$ cat src/rtl/serial_bus_pkg.sv
// Shared definitions for the bit-serial bus responder: FSM states, default widths
// and the rule that a burst count of zero still moves one word.
package serial_bus_pkg;

  localparam int DEF_ADDR_W  = 12;
  localparam int DEF_BURST_W = 13;
  localparam int DEF_DATA_W  = 8;

  typedef enum logic [2:0] {
    ST_IDLE   = 3'd0,
    ST_HDR    = 3'd1,
    ST_WDATA  = 3'd2,
    ST_WMEM   = 3'd3,
    ST_RFETCH = 3'd4,
    ST_RSHIFT = 3'd5,
    ST_DONE   = 3'd6
  } state_t;

  function automatic logic [31:0] burst_words(input logic [31:0] burst);
    return (burst == 32'd0) ? 32'd1 : burst;
  endfunction

endpackage

$ cat src/rtl/serial_slave_port_if.sv
// Serial lane between the master side (mux outputs) and the slave port.
interface serial_slave_port_if;

  logic read_en;
  logic write_en;
  logic master_valid;
  logic master_ready;
  logic rx_done_in;
  logic rx_address;
  logic rx_burst;
  logic rx_data;
  logic slave_ready;
  logic slave_valid;
  logic tx_data;
  logic slave_tx_done;
  logic parity_err;

  modport slave (
    input  read_en, write_en, master_valid, master_ready, rx_done_in,
           rx_address, rx_burst, rx_data,
    output slave_ready, slave_valid, tx_data, slave_tx_done, parity_err
  );

  modport master (
    output read_en, write_en, master_valid, master_ready, rx_done_in,
           rx_address, rx_burst, rx_data,
    input  slave_ready, slave_valid, tx_data, slave_tx_done, parity_err
  );

endinterface

$ cat src/rtl/serial_shift_unit.sv
// Generic MSB-first bit shifter with parallel load, beat counter and a last-beat flag;
// exposes the top OUT_W bits so a serialiser can tap just the MSB.
module serial_shift_unit #(
  parameter int LEN   = 8,
  parameter int OUT_W = LEN
) (
  input  logic             clk,
  input  logic             reset,
  input  logic             clr,
  input  logic             load,
  input  logic [LEN-1:0]   load_data,
  input  logic             shift_en,
  input  logic             bit_in,
  output logic [OUT_W-1:0] tap,
  output logic             last
);

  localparam int CNT_W = $clog2(LEN + 1);
  localparam logic [CNT_W-1:0] LAST_CNT = CNT_W'(LEN - 1);

  logic [LEN-1:0]   sr_reg;
  logic [CNT_W-1:0] cnt_reg;

  assign last = shift_en && (cnt_reg == LAST_CNT);
  assign tap  = sr_reg[LEN-1 -: OUT_W];

  always_ff @(posedge clk or negedge reset) begin
    if (!reset) begin
      sr_reg  <= '0;
      cnt_reg <= '0;
    end else if (clr) begin
      sr_reg  <= '0;
      cnt_reg <= '0;
    end else if (load) begin
      sr_reg  <= load_data;
      cnt_reg <= '0;
    end else if (shift_en) begin
      sr_reg  <= {sr_reg[LEN-2:0], bit_in};
      cnt_reg <= last ? '0 : cnt_reg + 1'b1;
    end
  end

endmodule

$ cat src/rtl/serial_slave_port.sv
// Bit-serial responder: decodes header, bursts words to/from a sync memory.
// Optional SERIAL_SLAVE_PARITY_EN adds a trailing even-parity beat per data word.
module serial_slave_port
  import serial_bus_pkg::*;
#(
  parameter int ADDR_W  = DEF_ADDR_W,
  parameter int BURST_W = DEF_BURST_W,
  parameter int DATA_W  = DEF_DATA_W
) (
  input  logic              clk,
  input  logic              reset,
  serial_slave_port_if.slave bus,
  output logic [ADDR_W-1:0] mem_addr,
  output logic [DATA_W-1:0] mem_wdata,
  output logic              mem_we,
  output logic              mem_re,
  input  logic [DATA_W-1:0] mem_rdata
);

`ifdef SERIAL_SLAVE_PARITY_EN
  localparam int WORD_LEN = DATA_W + 1;
`else
  localparam int WORD_LEN = DATA_W;
`endif

  localparam int HDR_BEATS = (ADDR_W > BURST_W) ? ADDR_W : BURST_W;
  localparam int HC_W      = $clog2(HDR_BEATS + 1);
  localparam logic [HC_W-1:0] ADDR_BEATS  = HC_W'(ADDR_W);
  localparam logic [HC_W-1:0] BURST_BEATS = HC_W'(BURST_W);
  localparam logic [HC_W-1:0] HDR_LAST    = HC_W'(HDR_BEATS - 1);

  state_t              state_reg, state_next;
  logic                is_write_reg;
  logic                fetch_wait_reg;
  logic [HC_W-1:0]     hdr_cnt_reg;
  logic [ADDR_W-1:0]   addr_reg;
  logic [BURST_W-1:0]  burst_reg;
  logic [BURST_W-1:0]  k_reg;

  logic                start;
  logic                hdr_beat;
  logic                hdr_last;
  logic                more_words;
  logic                parity_ok;
  logic                rx_shift_en;
  logic                rx_last;
  logic [WORD_LEN-1:0] rx_word;
  logic [DATA_W-1:0]   rx_data_word;
  logic                tx_load;
  logic                tx_shift_en;
  logic                tx_last;
  logic [WORD_LEN-1:0] tx_load_data;
  logic [0:0]          tx_tap;

  assign start       = (state_reg == ST_IDLE) && (bus.read_en ^ bus.write_en);
  assign hdr_beat    = (state_reg == ST_HDR) && bus.master_valid;
  assign hdr_last    = hdr_beat && (hdr_cnt_reg == HDR_LAST);
  assign more_words  = (32'(k_reg) + 32'd1) < burst_words(32'(burst_reg));
  assign rx_shift_en = (state_reg == ST_WDATA) && bus.master_valid;
  assign tx_shift_en = (state_reg == ST_RSHIFT) && bus.master_ready;
  // mem_rdata is valid on the second RFETCH cycle, so the serialiser loads then
  assign tx_load     = (state_reg == ST_RFETCH) && fetch_wait_reg;
  assign rx_data_word = rx_word[WORD_LEN-1 -: DATA_W];

`ifdef SERIAL_SLAVE_PARITY_EN
  assign parity_ok    = ~^rx_word;
  assign tx_load_data = {mem_rdata, ^mem_rdata};
`else
  assign parity_ok    = 1'b1;
  assign tx_load_data = mem_rdata;
`endif

  serial_shift_unit #(.LEN(WORD_LEN), .OUT_W(WORD_LEN)) u_rx (
    .clk       (clk),
    .reset     (reset),
    .clr       (state_reg == ST_IDLE),
    .load      (1'b0),
    .load_data ('0),
    .shift_en  (rx_shift_en),
    .bit_in    (bus.rx_data),
    .tap       (rx_word),
    .last      (rx_last)
  );

  serial_shift_unit #(.LEN(WORD_LEN), .OUT_W(1)) u_tx (
    .clk       (clk),
    .reset     (reset),
    .clr       (state_reg == ST_IDLE),
    .load      (tx_load),
    .load_data (tx_load_data),
    .shift_en  (tx_shift_en),
    .bit_in    (1'b0),
    .tap       (tx_tap),
    .last      (tx_last)
  );

  always_comb begin
    state_next = state_reg;
    case (state_reg)
      ST_IDLE:   if (start) state_next = ST_HDR;
      ST_HDR:    if (hdr_last) state_next = is_write_reg ? ST_WDATA : ST_RFETCH;
      ST_WDATA:  if (rx_last) state_next = ST_WMEM;
      ST_WMEM:   state_next = more_words ? ST_WDATA : ST_DONE;
      ST_RFETCH: if (fetch_wait_reg) state_next = ST_RSHIFT;
      ST_RSHIFT: if (tx_last) state_next = more_words ? ST_RFETCH : ST_DONE;
      ST_DONE:   state_next = ST_IDLE;
      default:   state_next = ST_IDLE;
    endcase
    // Abort outranks every other transition, including end of burst
    if (state_reg != ST_IDLE && bus.rx_done_in) state_next = ST_IDLE;
  end

  always_ff @(posedge clk or negedge reset) begin
    if (!reset) begin
      state_reg      <= ST_IDLE;
      is_write_reg   <= 1'b0;
      fetch_wait_reg <= 1'b0;
      hdr_cnt_reg    <= '0;
      addr_reg       <= '0;
      burst_reg      <= '0;
      k_reg          <= '0;
    end else begin
      state_reg      <= state_next;
      fetch_wait_reg <= (state_reg == ST_RFETCH) && !fetch_wait_reg;
      if (start) is_write_reg <= bus.write_en;
      if (state_reg == ST_IDLE) begin
        hdr_cnt_reg <= '0;
        k_reg       <= '0;
      end else begin
        if (hdr_beat) hdr_cnt_reg <= hdr_cnt_reg + 1'b1;
        if (state_reg == ST_WMEM || tx_last) k_reg <= k_reg + 1'b1;
      end
      if (hdr_beat && hdr_cnt_reg < ADDR_BEATS)
        addr_reg <= {addr_reg[ADDR_W-2:0], bus.rx_address};
      if (hdr_beat && hdr_cnt_reg < BURST_BEATS)
        burst_reg <= {burst_reg[BURST_W-2:0], bus.rx_burst};
    end
  end

`ifdef SERIAL_SLAVE_PARITY_EN
  logic parity_err_reg;

  always_ff @(posedge clk or negedge reset) begin
    if (!reset) parity_err_reg <= 1'b0;
    else if (state_reg == ST_WMEM && !parity_ok) parity_err_reg <= 1'b1;
  end

  assign bus.parity_err = parity_err_reg;
`else
  assign bus.parity_err = 1'b0;
`endif

  assign bus.slave_ready   = (state_reg == ST_IDLE) || (state_reg == ST_HDR) ||
                             (state_reg == ST_WDATA);
  assign bus.slave_valid   = (state_reg == ST_RSHIFT);
  assign bus.tx_data       = (state_reg == ST_RSHIFT) && tx_tap[0];
  assign bus.slave_tx_done = (state_reg == ST_DONE);

  // Address wraps naturally at ADDR_W bits
  assign mem_addr  = (state_reg == ST_WMEM || state_reg == ST_RFETCH) ?
                     addr_reg + ADDR_W'(k_reg) : '0;
  assign mem_wdata = (state_reg == ST_WMEM) ? rx_data_word : '0;
  assign mem_we    = (state_reg == ST_WMEM) && parity_ok;
  assign mem_re    = (state_reg == ST_RFETCH) && !fetch_wait_reg;

endmodule

$ cat src/flat_wrapper.sv
// flat-port wrapper written by rule: the top's interface ports become plain ports
module serial_slave_port_flat import serial_bus_pkg::*;
#(
  parameter int ADDR_W  = DEF_ADDR_W,
  parameter int BURST_W = DEF_BURST_W,
  parameter int DATA_W  = DEF_DATA_W
)
  (clk, reset, mem_addr, mem_wdata, mem_we, mem_re, mem_rdata, bus_read_en, bus_write_en, bus_master_valid, bus_master_ready, bus_rx_done_in, bus_rx_address, bus_rx_burst, bus_rx_data, bus_slave_ready, bus_slave_valid, bus_tx_data, bus_slave_tx_done, bus_parity_err);
  serial_slave_port_if bus_i ();
  input  logic clk;
  input  logic reset;
  output logic [ADDR_W-1:0] mem_addr;
  output logic [DATA_W-1:0] mem_wdata;
  output logic mem_we;
  output logic mem_re;
  input  logic [DATA_W-1:0] mem_rdata;
  input wire logic [$bits(bus_i.read_en)-1:0] bus_read_en;
  input wire logic [$bits(bus_i.write_en)-1:0] bus_write_en;
  input wire logic [$bits(bus_i.master_valid)-1:0] bus_master_valid;
  input wire logic [$bits(bus_i.master_ready)-1:0] bus_master_ready;
  input wire logic [$bits(bus_i.rx_done_in)-1:0] bus_rx_done_in;
  input wire logic [$bits(bus_i.rx_address)-1:0] bus_rx_address;
  input wire logic [$bits(bus_i.rx_burst)-1:0] bus_rx_burst;
  input wire logic [$bits(bus_i.rx_data)-1:0] bus_rx_data;
  output wire logic [$bits(bus_i.slave_ready)-1:0] bus_slave_ready;
  output wire logic [$bits(bus_i.slave_valid)-1:0] bus_slave_valid;
  output wire logic [$bits(bus_i.tx_data)-1:0] bus_tx_data;
  output wire logic [$bits(bus_i.slave_tx_done)-1:0] bus_slave_tx_done;
  output wire logic [$bits(bus_i.parity_err)-1:0] bus_parity_err;
  assign bus_i.read_en = bus_read_en;
  assign bus_i.write_en = bus_write_en;
  assign bus_i.master_valid = bus_master_valid;
  assign bus_i.master_ready = bus_master_ready;
  assign bus_i.rx_done_in = bus_rx_done_in;
  assign bus_i.rx_address = bus_rx_address;
  assign bus_i.rx_burst = bus_rx_burst;
  assign bus_i.rx_data = bus_rx_data;
  assign bus_slave_ready = bus_i.slave_ready;
  assign bus_slave_valid = bus_i.slave_valid;
  assign bus_tx_data = bus_i.tx_data;
  assign bus_slave_tx_done = bus_i.slave_tx_done;
  assign bus_parity_err = bus_i.parity_err;
  serial_slave_port #(.ADDR_W(ADDR_W), .BURST_W(BURST_W), .DATA_W(DATA_W)) u_core (.clk(clk), .reset(reset), .bus(bus_i), .mem_addr(mem_addr), .mem_wdata(mem_wdata), .mem_we(mem_we), .mem_re(mem_re), .mem_rdata(mem_rdata));
endmodule
$ cat config.mk
export PLATFORM = sky130hd
export DESIGN_NAME = serial_slave_port_flat
export DESIGN_NICKNAME = d
export VERILOG_FILES = /design/src/rtl/serial_bus_pkg.sv /design/src/rtl/serial_slave_port_if.sv /design/src/rtl/serial_shift_unit.sv /design/src/rtl/serial_slave_port.sv /design/src/flat_wrapper.sv
export SDC_FILE = /design/constraint.sdc
export NUM_CORES = 1
export LEC_CHECK = 0
export BUFFER_PORTS_ARGS = -buffer_cell sky130_fd_sc_hd__clkbuf_2
export CELL_PAD_IN_SITES_DETAIL_PLACEMENT = 1
export CELL_PAD_IN_SITES_GLOBAL_PLACEMENT = 1
export CORE_ASPECT_RATIO = 1.4
export CORE_MARGIN = 4
export CORE_UTILIZATION = 41
export DETAILED_ROUTE_END_ITERATION = 16
export PLACE_DENSITY = 0.73
export SLEW_MARGIN = 10
export SYNTH_ARGS = -nofsm -noshare
export SYNTH_HDL_FRONTEND = slang
export SYNTH_SLANG_ARGS = --single-unit
export TNS_END_PERCENT = 30
$ cat constraint.sdc
create_clock -name clk -period 2.5 [get_ports clk]
set_clock_uncertainty 0.15 [all_clocks]
set_input_delay 0.375 -clock clk [delete_from_list [all_inputs] [get_ports clk]]
set_output_delay 0.375 -clock clk [all_outputs]
set_load 0.02 [all_outputs]
==> run metrics <==
CTS tree yes; share of post-route cells with drive strength above 1 28.3%; vias in the first global route 4273; asr flop ratio synth 100%; worst-skew pair later-pin latency 0.34 ns; grt total ovfl 0; Netlist cell types 51; root buf cell clkbuf_16; n_diodes 0; largest net degree at the start of global routing 72; DRC 0; final worst slack -0.362 ns; FILL cells 1187; status finished, violations left; Worst Path Required 1.98 ns; Max FO, Critical Path 3; via count 3879; Reg power frac 32.0%; Final Max Tran Viols 0; clock network fraction of total power 30.4%; Die Area 0.0124 sq mm; Yosys reg bits 71; die width 95.2 um; WP data arrival 2.34 ns; final WL 12000 um; initial antenna violation count 0; post-synth top area cell dfrtp_1; relative slew slack 55.8%; final net count 611; initial core utilization 42.0%; synth warn 0; most frequent cells after synthesis 71 x dfrtp_1, 70 x nand2_1, 41 x nor2_1; global-route wire length before repair 19900 um; Final Hold Vio Count 0; average size of a mapped cell 9.02 sq um; PD cells 883 mW/mm^2; max_cap viols 0; CP Launch Type flop; final non-filler cell total 707; Internal 3.16 mW; Clock Pin Slew Worst Setup and Hold Paths 0.06 ns; Num CTS Buffers 9; P_leak 2.72 nW; Final period util 114%; EDFF count, synth 0; critical path class reg -> out; Post-Syn Instances 484; Routed wire per std cell 16.9 um; peak supply drop 0.619 mV; Syn Std Cell Area 0.00437 sq mm; worst hold slack 0.111 ns; Port Buffers 43; Synth area leaders dfrtp_1 41%, ha_1 8.0%, nand2_1 6.0%, mux2_2 4.1%, nor2_1 3.5%; GRT Total Usage 20.5%; I/O pin total 45; clock buffer depth 2; first-iteration detailed-routing DRC count 100; Design Power 4.96 mW; DR pass1 iterations 5; RSZ-0062 raised after global routing yes; gp weighted congestion 0.830; Placed Cells incl. Taps 681; core area 0.0104 sq mm; Area Growth Syn to Fin 28.8%; CTS sink count 71; Period minus WS final 2.86 ns; Net Sw Power 1.81 mW; failing checks setup timing; Die H 130 um; sequential element share of the synthesized area 40.7%; most frequent cell after synthesis dfrtp_1; Layout Utilization 54.0%; vias per cell 5.49; dominant synthesized flop cell dfrtp_1; post-synthesis net count 531; endpoints failing setup 10; H-tree depth 3; std cell rows 44; Post-DP HPWL 8320 um; Crit. End Element primary output; Net Sw Frac 36.4%; Post-DRT Antenna Nets 0; Logic pwr share 37.7%; HP Class in -> reg; Worst Tran Pin Value 0.663 ns; top cell type's share of synthesized area 40.7%; fmax 349 MHz
==> worst max-delay path, stage by stage (launching register included) <==
cell	delay, ns
dfrtp_1	0.39
ha_2	0.21
fa_2	0.36
a21o_1	0.17
a21oi_2	0.17
o211ai_1	0.15
buf_4	0.20
a21oi_4	0.14
nor3_4	0.06
clkbuf_8	0.15
==> final timing paths <==
path | slack [ns] | to | cells past startpoint | start
setup / recovery | -0.36 | mem_addr[8] | 9 | u_core.k_reg[0]
hold / removal | 0.11 | u_core.u_rx.tap[0] | 3 | bus_rx_data
setup reg to reg | -0.25 | u_core.state_reg[2] | 12 | u_core.k_reg[1]
hold reg to reg | 0.34 | u_core.fetch_wait_reg | 1 | u_core.fetch_wait_reg
max in group asynchronous | 1.43 | u_core.burst_reg[1] | 3 | reset
min in group asynchronous | 0.43 | u_core.addr_reg[2] | 3 | reset
==> power groups by stage <==
stage | registers (mW) | clock network, mW | logic (mW)
3_3_place_gp | 1.57 | 0 | 1.67
4_1_cts | 1.58 | 1.53 | 1.83
5_1_grt | 1.61 | 1.59 | 2.10
3_5_place_dp | 1.59 | 0 | 1.75
2_1_floorplan | 1.53 | 0 | 1.23
6_report | 1.59 | 1.51 | 1.87
==> area by class of cell <==
| type | count | area, sq um | area share [%] |
|---|---|---|---|
| Clock buffer | 10 | 239 | 4.25 |
| Clock inverter | 6 | 108 | 1.91 |
| Inverter | 24 | 90.1 | 1.60 |
| Multi-Input combinational cell | 368 | 2610 | 46.5 |
| Sequential cell | 71 | 1780 | 31.6 |
| Tap cell | 138 | 173 | 3.07 |
| Timing Repair Buffer | 90 | 622 | 11.1 |
==> cell usage in the layout (no fill, tap or decap), drive strengths merged, types with 16 or more instances in the layout <==
cell type,count
nor2,41
dfrtp,71
clkbuf,46
ha,28
inv,24
a21oi,29
o21ai,31
nand2,70
buf,53
mux2,16
==> logic make-up after synthesis <==
logic type      Yosys count  share of synthesized area (%)
compound gates          101                           14.2
xor+xnor                 22                           4.41
fa+ha+maj                29                           8.48
buf+inv                  45                           4.47
flops                    71                           40.7
mux                      25                           6.19
other cells               1                         0.0859
simple gates            190                           21.4
==> layer usage <==
| layer | track usage (%) | share of wire (%) | up-vias |
|---|---|---|---|
| met4 | 8.16 | 2.1 | 0 |
| li1 | - | - | 1852 |
| met5 | 0 | 0 | - |
| met3 | 3.34 | 2.8 | 22 |
| met2 | 38.6 | 56 | 60 |
| met1 | 22.6 | 39 | 1945 |
==> timing repair <==
action / CTS / global route
setup buffers: 4 / 5
setup endpoints to repair: 14 / 11
hold buffers: 1 / 0
hold endpoints to repair: 71 / 0
gates resized for setup: 21 / 28
pin swaps: 13 / 18
==> per-stage QoR <==
step                setup TNS, ns  area [sq um]  setup WS [ns]
floorplan                -0.00138          4410       -0.00138
global placement           -0.137          4980        -0.0486
detailed placement         -0.821          4980         -0.248
CTS                         -2.89          5460         -0.388
global route                -3.88          5620         -0.516
finish                      -2.49          5620         -0.362
Note: power is estimated with default switching activity, not from simulation.
